### src/rtl/dram_arbiter.sv
// Arbiter that shares one dram_control request port among NREQ requesters.
// Define DRAM_ARB_RR_EN for round-robin arbitration; the default is fixed priority.
module dram_arbiter #(
  parameter int NREQ   = 2,
  parameter int ADDR_W = 32,
  parameter int DATA_W = 128
) (
  input  logic                     clk,
  input  logic                     rstn,
  input  logic [NREQ-1:0]          req_valid,
  input  logic [NREQ*ADDR_W-1:0]   req_addr,
  input  logic [NREQ-1:0]          req_wmask,
  input  logic [NREQ*DATA_W-1:0]   req_wdata,
  output logic [NREQ-1:0]          req_ready,
  output logic [DATA_W-1:0]        req_rdata,
  output logic                     m_valid,
  input  logic                     m_ready,
  output logic [ADDR_W-1:0]        m_addr,
  output logic                     m_wmask,
  output logic [DATA_W-1:0]        m_wdata,
  input  logic [DATA_W-1:0]        m_rdata,
  output logic [NREQ-1:0]          grant,
  output logic                     busy
);

  localparam int IDX_W = $clog2(NREQ);

  typedef enum logic [1:0] {
    IDLE = 2'd0,
    BUSY = 2'd1,
    DONE = 2'd2
  } state_t;

  state_t           state_r;
  logic             any_s;
  logic [IDX_W-1:0] winner_s;
  logic [NREQ-1:0]  win_onehot_s;

  // Index of the lowest set bit; callers guarantee at least one bit is set.
  function automatic logic [IDX_W-1:0] lowest_set(input logic [NREQ-1:0] v);
    logic [IDX_W-1:0] idx;
    idx = {IDX_W{1'b0}};
    for (int j = NREQ - 1; j >= 0; j--) begin
      if (v[j]) begin
        idx = IDX_W'(j);
      end else begin
        idx = idx;
      end
    end
    return idx;
  endfunction

`ifdef DRAM_ARB_RR_EN
  logic [IDX_W-1:0]  rr_ptr_r;
  logic [2*NREQ-1:0] rot_s;
  logic [IDX_W-1:0]  off_s;
  logic [IDX_W:0]    sum_s;

  // Rotate the valids so rr_ptr sits at bit 0, then map the offset back.
  always_comb begin
    rot_s = {req_valid, req_valid} >> rr_ptr_r;
    off_s = lowest_set(rot_s[NREQ-1:0]);
    sum_s = {1'b0, rr_ptr_r} + {1'b0, off_s};
    if (sum_s >= (IDX_W+1)'(NREQ)) begin
      winner_s = IDX_W'(sum_s - (IDX_W+1)'(NREQ));
    end else begin
      winner_s = sum_s[IDX_W-1:0];
    end
  end
`else
  // Fixed priority: lowest requesting index wins.
  always_comb begin
    winner_s = lowest_set(req_valid);
  end
`endif

  // Request presence and the winner's one-hot grant vector.
  always_comb begin
    any_s        = |req_valid;
    win_onehot_s = {{(NREQ-1){1'b0}}, 1'b1} << winner_s;
  end

  // Transaction FSM; every output is a register updated here.
  always_ff @(posedge clk or negedge rstn) begin
    if (!rstn) begin
      state_r   <= IDLE;
      m_valid   <= 1'b0;
      m_addr    <= {ADDR_W{1'b0}};
      m_wmask   <= 1'b0;
      m_wdata   <= {DATA_W{1'b0}};
      req_ready <= {NREQ{1'b0}};
      req_rdata <= {DATA_W{1'b0}};
      grant     <= {NREQ{1'b0}};
      busy      <= 1'b0;
`ifdef DRAM_ARB_RR_EN
      rr_ptr_r  <= {IDX_W{1'b0}};
`endif
    end else begin
      case (state_r)
        IDLE: begin
          req_ready <= {NREQ{1'b0}};
          if (any_s) begin
            state_r <= BUSY;
            m_valid <= 1'b1;
            m_addr  <= req_addr[int'(winner_s)*ADDR_W +: ADDR_W];
            m_wmask <= req_wmask[winner_s];
            m_wdata <= req_wdata[int'(winner_s)*DATA_W +: DATA_W];
            grant   <= win_onehot_s;
            busy    <= 1'b1;
`ifdef DRAM_ARB_RR_EN
            if (winner_s == IDX_W'(NREQ - 1)) begin
              rr_ptr_r <= {IDX_W{1'b0}};
            end else begin
              rr_ptr_r <= winner_s + {{(IDX_W-1){1'b0}}, 1'b1};
            end
`endif
          end else begin
            m_valid <= 1'b0;
            grant   <= {NREQ{1'b0}};
            busy    <= 1'b0;
          end
        end
        BUSY: begin
          if (m_ready) begin
            state_r   <= DONE;
            m_valid   <= 1'b0;
            req_ready <= grant;
            if (!m_wmask) begin
              req_rdata <= m_rdata;
            end else begin
              req_rdata <= req_rdata;
            end
          end else begin
            m_valid <= 1'b1;
          end
        end
        // One-cycle completion slot; requests are deliberately not sampled here.
        DONE: begin
          state_r   <= IDLE;
          grant     <= {NREQ{1'b0}};
          req_ready <= {NREQ{1'b0}};
          busy      <= 1'b0;
        end
        default: begin
          state_r   <= IDLE;
          m_valid   <= 1'b0;
          grant     <= {NREQ{1'b0}};
          req_ready <= {NREQ{1'b0}};
          busy      <= 1'b0;
        end
      endcase
    end
  end

endmodule

### config.mk
export PLATFORM = sky130hd
export DESIGN_NAME = dram_arbiter
export DESIGN_NICKNAME = d
export VERILOG_FILES = /design/src/rtl/dram_arbiter.sv
export SDC_FILE = /design/constraint.sdc
export NUM_CORES = 1
export LEC_CHECK = 0
export CAP_MARGIN = 10
export CORE_AREA = 2 2 292 294
export CTS_CLUSTER_SIZE = 20
export DETAILED_ROUTE_END_ITERATION = 12
export DIE_AREA = 0 0 294 296
export MAX_ROUTING_LAYER = met4
export PLACE_DENSITY = 0.38
export SETUP_SLACK_MARGIN = 0.5
export SYNTH_ARGS = -nofsm -noshare
export SYNTH_HDL_FRONTEND = slang
export SYNTH_SLANG_ARGS = --single-unit
export TNS_END_PERCENT = 20
### constraint.sdc
create_clock -name clk -period 2.1 [get_ports clk]
set_input_delay 0.42 -clock clk [delete_from_list [all_inputs] [get_ports clk]]
set_output_delay 0.42 -clock clk [all_outputs]
set_load 0.05 [all_outputs]
==> summary.md, run 1 <==
For this run, the top clock speed supported by timing is 584 MHz. Slew at the pin closest to its max-slew limit: 0.622 ns. The tools report the destination of the worst register-to-register timing path as req_rdata[87]. At the later pin of the worst-skew pair, clock insertion delay measures 0.58 ns. The worst max-slew margin expressed relative to the limit is 0.585, and the number of sinks handled by clock tree synthesis is 297. The first detailed-routing pass ran for 4 iterations. Total global routing track utilization: 0.128.

The HPWL after detailed placement is 44500 um. In this run the critical register-to-register path is launched from state_r[1]. Across the VDD grid, the largest voltage drop is 0.000894 V. Number of max-cap violations: 0. Including well taps, the total number of placed cells is 2675. The run finished with clean final reports. TritonCTS built the clock tree.

The run gives 228 as the number of design-rule violations left by the first detailed-router iteration. When the netlist entered floorplanning its net count stood at 1273. The final setup slack of the worst path is 0.389 ns, and the non-filler instance count after layout is 2761. The clock arrives with 0.0264 ns of skew. The total power density per cell area is 1700 nW/um^2, and the total clock buffers created by CTS is 41. The initial core utilization was 0.158; the synthesis-to-layout area growth was 73.2%. No sink is reached through more buffers than the 3 on the longest clock path. The startpoint of the worst hold path was req_valid[0]. After detailed routing, the number of vias per cell comes to 3.65. After detailed routing, the total wire length is 57600 um. The count of nets left with antenna violations once routing finished came out at 0. The number of antenna violations at the first check in global routing is 6, and the floorplan die area is 87000 um^2. The most heavily used metal layer in global routing was met2. For the leakage power figure, the log shows 9.99 nW. For this run, design rule violations remaining after detail routing come to 0. The run gives 13300 um^2 as the post-synth design cell area.

After clock tree synthesis, the clock-pin slew on the worst setup and hold paths is 0.06 ns. The worst min-delay path class is input port to flip-flop. Data on the critical path arrives at its endpoint at 2.16 ns.

Number of warnings printed during yosys synthesis: 0. The kind of launch point of the worst setup path was a flip-flop. Terminating pin of the worst hold path: grant[0].

Setup repair after global routing could not meet its margin everywhere. The synthesized design spends more area on one cell type than any other, namely sky130_fd_sc_hd__dfrtp_1. The share of the synthesized area in the top cell type came out at 0.557. The synthesized netlist contains 18 unique library cells. Post-synthesis sequential element count: 297. The time the final worst path needs with I/O delays and setup is 1.71 ns, and the final core utilization is 0.274.

In this run the clock root is driven by a sky130_fd_sc_hd__clkbuf_16. Row count: 107. STA classifies the critical path endpoint as a flip-flop. The met1 track utilization from global routing was 0.133; the die boundary width was 294 um. Counting instances, the worst hold path has a depth of 4.

Setup violations remaining at the end of the flow were counted as 0. The sequential fraction of the synthesis area was 0.557; the count of input and output buffers was 749. The via count of the first global-routing pass is 11296, and the height of the chip is 296 um. The fraction of layout cells with a size suffix above 1 is 0.533, and the average instance area after synthesis is 16.3 um^2.

After floorplanning, the core was sized to cover 84200 um^2. For this block, the via count after detailed routing is 10083. At the placement stage, the worst setup path has a slack of -0.199 ns.

Data on the critical path is required at its endpoint by 2.54 ns. Hold timing on the final database bottoms out at a slack of 0.311 ns. Synthesis produced a netlist whose cell count is 818. The post-route fraction of the period consumed by the critical path is 0.815, and the routability congestion estimate from global placement is 0.778. The sum of overflow across all layers after global routing is 0.

The maximum fanout along the worst path works out to 24. Number of cells on the worst reg-to-reg path: 5. The tools report the count of H-tree levels built during CTS as 2. The met2 usage in global routing came out at 0.232.

Entering global routing, the biggest net connects 55 pins. In the post-synthesis netlist, the biggest area contributors are sky130_fd_sc_hd__dfrtp_1 56%, sky130_fd_sc_hd__mux2_2 31%, sky130_fd_sc_hd__mux2_4 8.9%. The final max-slew violation count is 0. At the end of the flow, the number of nets in the layout was 2095. Routed length per placed instance: 20.8 um. The worst setup path is of the flip-flop to flip-flop kind. The tools report the top-level port count as 750.

The wire length of the first global-routing pass was 79200 um. The global-route met3 utilization was 0.0399. The logs give 0 for the number of endpoints with negative hold slack in the final report and 0.39 ns for the slack of the worst reg-to-reg path.
synthesized netlist by cell type:
cell type,n
sky130_fd_sc_hd__o21a_1,2
sky130_fd_sc_hd__and2b_1,1
sky130_fd_sc_hd__inv_1,1
sky130_fd_sc_hd__nand2_1,1
sky130_fd_sc_hd__mux2_2,371
sky130_fd_sc_hd__nor2_1,5
sky130_fd_sc_hd__buf_4,1
sky130_fd_sc_hd__buf_6,25
sky130_fd_sc_hd__nand3b_1,1
sky130_fd_sc_hd__o211ai_1,1
sky130_fd_sc_hd__nand2b_1,1
sky130_fd_sc_hd__nand2b_4,1
sky130_fd_sc_hd__o21ai_0,3
sky130_fd_sc_hd__mux2i_1,3
sky130_fd_sc_hd__buf_2,24
sky130_fd_sc_hd__dfrtp_1,297
sky130_fd_sc_hd__mux2_4,79
sky130_fd_sc_hd__and3b_1,1
power breakdown:
group,total (W),internal [W],switching (W)
clock,0.00674,0.00397,0.00277
combinational,0.0222,0.00746,0.0147
sequential,0.0103,0.00868,0.00163
metal layers:
layer,up-vias,wire length [um]
met3,67,4400
met5,-,0
met4,0,1150
met1,5025,21300
li1,4605,-
met2,386,30700
state kept, by name, summed over array words and instances (netlist names):
name / count
req_ready: 2
state_r: 2
m_wdata: 128
busy: 1
m_wmask: 1
m_addr: 32
m_valid: 1
req_rdata: 128
grant: 2
area by class of cell:
class,instances,area (um^2)
antenna,4,10.0
clock buffer,62,1170
clock inverter,8,95.1
fill,8690,61100
inverter,1,3.75
multi-input combinational,470,5510
sequential,297,7440
tap,1090,1360
timing repair buffer,829,7520
through the flow:
stage	setup TNS [ns]	cell area (um^2)	total power (W)
2_1_floorplan	0	13300	0.0251
3_3_place_gp	-14.44	22400	0.0343
3_5_place_dp	-19.24	22400	0.0343
4_1_cts	0	22900	0.0398
5_1_grt	0	23100	0.0412
6_report	0	23100	0.0393
worst max-delay path, stage by stage, from the launching register on:
cell and delay [ns]:
sky130_fd_sc_hd__dfrtp_2 0.44, sky130_fd_sc_hd__and3b_1 0.24, sky130_fd_sc_hd__and2b_4 0.16, sky130_fd_sc_hd__buf_12 0.16, sky130_fd_sc_hd__buf_16 0.19, sky130_fd_sc_hd__mux2_2 0.36
cells in the final DEF (no fill, tap or decap), types with 6 or more instances in the layout:
cell	netlist	routed
sky130_fd_sc_hd__clkdlybuf4s15_2	0	8
sky130_fd_sc_hd__mux2_2	371	371
sky130_fd_sc_hd__clkdlybuf4s50_1	0	451
sky130_fd_sc_hd__buf_4	1	122
sky130_fd_sc_hd__mux2_4	79	79
sky130_fd_sc_hd__buf_2	24	179
sky130_fd_sc_hd__clkbuf_8	0	7
sky130_fd_sc_hd__buf_12	0	17
sky130_fd_sc_hd__buf_6	25	34
sky130_fd_sc_hd__dfrtp_1	297	294
sky130_fd_sc_hd__clkbuf_1	0	14
sky130_fd_sc_hd__buf_16	0	6
sky130_fd_sc_hd__clkbuf_16	0	46
cell families after synthesis:
family	Yosys count	synth area share
mux	453	0.404
flops	297	0.557
buf+inv	51	0.0309
simple gates	11	0.00497
compound gates	6	0.00281
worst max-delay path by stage:
stage / slack (ns) / end / from
final: 0.39 / req_rdata[87] / state_r[1]
after global routing: 0.34 / m_wdata[8] / state_r[1]
after CTS: 0.36 / m_wdata[70] / m_wdata[70]
after detailed placement: -0.20 / m_wdata[67] / req_valid[0]
after global placement: -0.16 / m_wdata[49] / req_valid[0]
after floorplan: 0.49 / m_addr[0] / req_valid[0]
repair_timing:
action                     in CTS  in global routing
gates cloned                    0                  5
setup buffers                   0                  6
hold endpoints to repair       41                  0
hold buffers                    1                  0
setup endpoints to repair     568                558
resized for setup            1163                 19
Note: power is estimated with default switching activity, not from simulation.
==> run 2, diff against run 1 <==
Settings changed: CORE_AREA 2 2 292 294 to 2 2 290 292, DIE_AREA 0 0 294 296 to 0 0 292 294, PLACE_DENSITY 0.38 to 0.4.
Clock period 2.1 ns to 1.56 ns, I/O delays scaled along.
==> summary.md, run 2 (synthesis results as in run 1) <==
The count of input and output buffers works out to 749. After global routing the overflow that remains totals 0. The sequential share of power came out at 0.238. Relative to the synthesized area, the layout overhead comes to 105%. The run gives 1.99 ns as the critical path data required time. Clock skew after layout: 0.0224 ns. In this run the static leakage power is 11.8 nW. The clock passes through at most 3 buffers.

Max-cap violations in this run came to 0. The die is 294 um tall. The net total in the final layout was 2098. The top cell types in the final layout, fill and taps aside, are 451 x sky130_fd_sc_hd__clkdlybuf4s50_1, 292 x sky130_fd_sc_hd__dfrtp_1, 290 x sky130_fd_sc_hd__buf_12. The largest registers in the layout are m_wdata (128), req_rdata (128), m_addr (32).

On the final layout, the worst hold slack is 0.260 ns. The number of design-rule violations left by the first detailed-router iteration was 200. Summing all multi-input logic gate instances after layout gives 5870 um^2. After detailed routing, the number of vias per cell comes to 3.68. The top-level port count came out at 750. Wires add up to 58500 um.

The tools report the routability congestion estimate from global placement as 0.770. CTS placed an instance of sky130_fd_sc_hd__clkbuf_16 at the clock tree root. For the initial core utilization, the log shows 0.161. The reported net switching power came out at 0.0283 W.

In this run the worst hold path is classified as input port to flip-flop. The hold path depth came out at 4. TritonCTS built the clock tree. The run gives 0 as the final max-slew violation count. The logs give 0.00119 V for the maximum resistive drop on vdd and 0 for the residual DRC count.

The final-layout fill cell count is 8059, and the upper clock frequency limit is 601 MHz. The launch instance of the worst register-to-register path is state_r[1]. The die boundary width was 292 um; the total number of vias was 10134.

The path with the worst hold slack has its endpoint at grant[0]. The post-route fraction of the period consumed by the critical path was 1.07; the clock slew at the register clock pins of the worst setup and hold paths was 0.05 ns. The worst max-slew margin expressed relative to the limit came out at 0.696. The total area inside the core boundary comes to 82900 um^2. The tools report the number of endpoints with negative hold slack in the final report as 0.

The worst hold path begins at req_valid[0]. The logs give 4 for the number of iterations in the first detailed-routing pass and 0.130 for the total global routing track utilization. The run gives 11445 as the via count of the first global-routing pass.

Detailed placement ended at an HPWL of 44600 um. The H-tree was split into 2 levels. In this run the remaining antenna-violating nets after routing total 0. For this design the ratio of total power to cell area is 2440 nW/um^2. Switching part of the total power: 0.425. The clock network fraction of total power is 0.137, and the total setup violations reported at the end of the flow is 219. The tools report the number of antenna violations at the first check in global routing as 3. The endpoint identified for the worst register-to-register timing path is req_rdata[108]. The first global-routing pass estimated 79900 um of wire. The final setup slack of the worst path is -0.105 ns, and the number of sinks handled by clock tree synthesis is 297. The most common library cell in the layout ignoring fill and taps was sky130_fd_sc_hd__clkdlybuf4s50_1. The slack of the worst reg-to-reg path was -0.10 ns.

STA classifies the critical path startpoint as a flip-flop. The clock network latency to the later pin of the worst-skew pair is 0.57 ns, and the total clock buffers created by CTS is 41. The logs give 0.0384 W for the cell internal power dissipation and 2.10 ns for the arrival time at the worst endpoint. The initialized floorplan defines 106 standard-cell rows. The final core utilization was 0.330. The flow ran to the end, but the final reports show violations. Setup repair after global routing could not meet its margin everywhere. The category of the most critical setup path was flip-flop to flip-flop. The tools report the combinational cell fraction of total power as 0.625. The time the final worst path needs with I/O delays and setup was 1.66 ns. In this run the worst path has a maximum fanout of 18.

The floorplan die area is 85800 um^2, and the routed length per placed instance is 21.2 um. STA classifies the critical path endpoint as a flip-flop. The fraction of layout cells with a size suffix above 1 was 0.536.

Across the whole layout, storage elements account for 7440 um^2. The number of cells on the worst reg-to-reg path came out at 5. The checks that failed: setup timing. Entering global routing, the biggest net connects 45 pins. The slew at the pin closest to its max-slew limit came out at 0.456 ns.
[run 2: cell count changes in the layout (fill, tap and decap cells not counted), moves of 3 or more]
cell / previous run / this run
sky130_fd_sc_hd__clkdlybuf4s15_2: 8 / 0
sky130_fd_sc_hd__buf_4: 122 / 52
sky130_fd_sc_hd__buf_16: 6 / 9
sky130_fd_sc_hd__buf_6: 34 / 17
sky130_fd_sc_hd__clkbuf_16: 46 / 49
sky130_fd_sc_hd__buf_12: 17 / 290
sky130_fd_sc_hd__buf_2: 179 / 0
sky130_fd_sc_hd__mux2_2: 371 / 275
sky130_fd_sc_hd__mux2_4: 79 / 175
[run 2: area by class of cell]
type	count	share of cell area
Timing Repair Buffer	832	0.417
Sequential cell	297	0.272
Multi-Input combinational cell	470	0.215
Tap cell	1080	0.0494
Clock buffer	61	0.0428
Clock inverter	11	0.00411
Antenna cell	3	0.000274
Inverter	1	0.000137
[run 2: repair_timing]
action / in CTS / in global routing
pin swaps: 0 / 1
gates resized for setup: 26 / 118
setup endpoints to repair: 585 / 588
buffers inserted: 3 / 5
cloned: 2 / 8
endpoints found under the hold margin: 21 / 0
hold buffers: 1 / 0
[run 2: worst max-delay path by stage]
stage / from / endpoint / slack (ns) / cells after the start
after floorplan: state_r[1] / req_rdata[0] / 0.04 / 5
after global placement: req_valid[0] / m_wdata[75] / -0.69 / 6
after detailed placement: req_valid[0] / m_wdata[50] / -0.69 / 6
after CTS: m_wmask / m_wmask / -0.13 / 2
after global routing: state_r[1] / req_rdata[56] / -0.15 / 5
final: state_r[1] / req_rdata[108] / -0.10 / 5
[run 2: per-layer routing]
metal | GRT usage | share of wire
met5 | - | 0
met4 | 0.0421 | 0.027
met3 | 0.0446 | 0.078
met2 | 0.239 | 0.54
met1 | 0.129 | 0.35
[run 2: critical path: stages, from the launching register on]
cell and delay (ns):
sky130_fd_sc_hd__dfrtp_1 0.40, sky130_fd_sc_hd__and3b_2 0.26, sky130_fd_sc_hd__and2b_4 0.18, sky130_fd_sc_hd__buf_12 0.15, sky130_fd_sc_hd__buf_16 0.18, sky130_fd_sc_hd__mux2_2 0.35
[run 2: power by group through the flow]
stage                     Clock (W)  Sequential, W  Combinational (W)
after floorplan                   0         0.0274            0.00649
after global placement            0         0.0158             0.0401
after detailed placement          0         0.0160             0.0402
after CTS                   0.00961         0.0159             0.0406
after global routing        0.00989         0.0164             0.0429
final                       0.00913         0.0159             0.0416
[run 2: per-stage QoR]
step | area (um^2) | setup TNS [ns] | total power (W) | std cells | worst slack (ns)
after floorplan | 13400 | 0 | 0.0339 | 818 | 0.0360
after global placement | 25200 | -165.92 | 0.0560 | 2661 | -0.686
after detailed placement | 25200 | -168.57 | 0.0562 | 2661 | -0.693
after CTS | 26600 | -22.97 | 0.0661 | 2739 | -0.126
after global routing | 27400 | -26.35 | 0.0693 | 2755 | -0.152
final | 27400 | -10.54 | 0.0667 | 2755 | -0.105
==> run 3, diff against run 2 <==
Settings changed: SETUP_SLACK_MARGIN 0.5 to 0.2.
==> summary.md, run 3 (synthesis results as in run 1) <==
OpenSTA, run right after detailed placement, puts the worst setup slack at -0.693 ns. The routed layout has 10134 vias. Data on the critical path is required at its endpoint by 1.99 ns. The die boundary width works out to 292 um.

The sequential share of power was 0.238. TritonCTS built the clock tree. The later pin in the worst-skew pair is clocked with a latency of 0.57 ns.

The tools report the number of design-rule violations left by the first detailed-router iteration as 200. The maximum resistive drop on vdd is 0.00119 V. The switching part of the total power works out to 0.425. The post-route fraction of the period consumed by the critical path came out at 1.07. Number of buffers on the longest clock path: 3.

CTS placed an instance of sky130_fd_sc_hd__clkbuf_16 at the clock tree root. The flow ran to the end, but the final reports show violations. The logs give 3 for the number of antenna violations at the first check in global routing and 0 for the residual DRC count. The first global-routing pass estimated 79900 um of wire.

Hold is met by 0.260 ns. The number of endpoints with negative hold slack in the final report was 0; the count of H-tree levels built during CTS was 2. For the initial core utilization, the log shows 0.161. The largest registers in the layout are m_wdata (128), req_rdata (128), m_addr (32).

Routability-driven placement finished with a final weighted congestion of 0.770. After the last flow step, the layout net total stands at 2098. The area after detailed placement was 25200 um^2. The die is 294 um tall. Derived from the worst setup path, the maximum achievable clock frequency is 601 MHz. The detail route stage leaves a number of antenna-violating nets equal to 0.

The clock skew after layout was 0.0224 ns; the maximum fanout along the worst path was 18. The tools report the final setup slack of the worst path as -0.105 ns. The final core utilization was 0.330.

The final max-slew violation count was 0; the clock slew at the register clock pins of the worst setup and hold paths was 0.05 ns. The tools report the kind of launch point of the worst setup path as a flip-flop. The analysis attributes to cell leakage a power of 11.8 nW.

Number of sinks handled by clock tree synthesis: 297. The logs give 0.130 for the total global routing track utilization and 45 for the maximum number of pins on one net before global-route repair. Internal power comes to 0.0384 W. In the layout the commonest cells are 451 x sky130_fd_sc_hd__clkdlybuf4s50_1, 292 x sky130_fd_sc_hd__dfrtp_1, 290 x sky130_fd_sc_hd__buf_12.

The combinational cell fraction of total power is 0.625, and the count of input and output buffers is 749. The tools report the via count of the first global-routing pass as 11445. The floorplan has 106 rows. Relative to the synthesized area, the layout overhead comes to 105%. The worst setup path is captured at a flip-flop. The run gives 2.10 ns as the arrival time at the worst endpoint. The reported net switching power is 0.0283 W.

The placeable core region was 82900 um^2. The fraction of layout cells with a size suffix above 1 was 0.536; the post-route cell area was 27400 um^2. After legalization and detailed placement, the total HPWL measured 44600 um. Using the TritonRoute via totals, the vias-per-cell ratio works out to 3.68.

The worst path needs 1.66 ns of the cycle, external delays included. The checks that failed: setup timing. Sum of overflow across all layers after global routing: 0. For this block, the routed nets add up to 58500 um of wire. The top-level port count was 750; the slew at the pin closest to its max-slew limit was 0.456 ns.

The total power density per cell area was 2440 nW/um^2. The die covers 85800 um^2. Number of max-cap violations: 0. The total clock buffers created by CTS was 41; the worst max-slew margin expressed relative to the limit was 0.696. Total setup violations reported at the end of the flow: 219.

The category of the most critical setup path was flip-flop to flip-flop. Adding up every negative setup slack in the final design gives -10.55 ns. The routed length per placed instance came out at 21.2 um. The number of iterations in the first detailed-routing pass was 4. Leaving out fill and tap cells, the most frequent cell in the layout is sky130_fd_sc_hd__clkdlybuf4s50_1.

The tools report the clock network fraction of total power as 0.137. The tightest min-delay check is of the input port to flip-flop type. Setup repair after global routing could not meet its margin everywhere.
run 3: cell counts in the layout (fill, tap and decap cells not counted):
Identical to the previous run, type by type.
run 3: per-layer routing:
metal  vias up  part of all wire  global-route usage
met3        78             0.078              0.0446
met2       413              0.54               0.239
met4         0             0.027              0.0421
li1       4609                 -                   -
met5         -                 0                   -
met1      5034              0.35               0.129
run 3: worst paths after layout:
kind,from,to,slack (ns),depth (start not counted)
worst max-delay path,state_r[1],req_rdata[108],-0.10,5
max in group asynchronous,rstn,m_wdata[5],0.62,3
min in group asynchronous,rstn,req_rdata[125],0.30,2
worst max register to register,state_r[1],req_rdata[108],-0.10,5
worst min register to register,m_wdata[83],m_wdata[83],0.51,1
worst min-delay path,req_valid[0],grant[0],0.26,4
run 3: area by class of cell:
class | instances | area [um^2]
inverter | 1 | 3.75
sequential | 297 | 7440
fill | 8059 | 55500
tap | 1080 | 1350
clock buffer | 61 | 1170
multi-input combinational | 470 | 5870
clock inverter | 11 | 113
timing repair buffer | 832 | 11400
antenna | 3 | 7.51
run 3: per-stage QoR:
step,power (W),instances
4_1_cts,0.0661,2739
2_1_floorplan,0.0339,818
3_5_place_dp,0.0562,2661
6_report,0.0667,2755
5_1_grt,0.0693,2755
3_3_place_gp,0.0560,2661
run 3: power by group through the flow:
| stage | clock (W) | combinational (W) | sequential, W |
|---|---|---|---|
| CTS | 0.00961 | 0.0406 | 0.0159 |
| global placement | 0 | 0.0401 | 0.0158 |
| finish | 0.00913 | 0.0416 | 0.0159 |
| floorplan | 0 | 0.00649 | 0.0274 |
| detailed placement | 0 | 0.0402 | 0.0160 |
| global route | 0.00989 | 0.0429 | 0.0164 |
run 3: critical path, stage by stage (launching register included):
cell and delay, ns:
sky130_fd_sc_hd__dfrtp_1 0.40, sky130_fd_sc_hd__and3b_2 0.26, sky130_fd_sc_hd__and2b_4 0.18, sky130_fd_sc_hd__buf_12 0.15, sky130_fd_sc_hd__buf_16 0.18, sky130_fd_sc_hd__mux2_2 0.35
run 3: what timing repair did:
action,in CTS,in global routing
endpoints found under the setup margin,584,584
hold buffers,1,0
gates resized for setup,26,118
buffers inserted,3,5
gates cloned,2,8
endpoints found under the hold margin,21,0
pin swaps,0,1
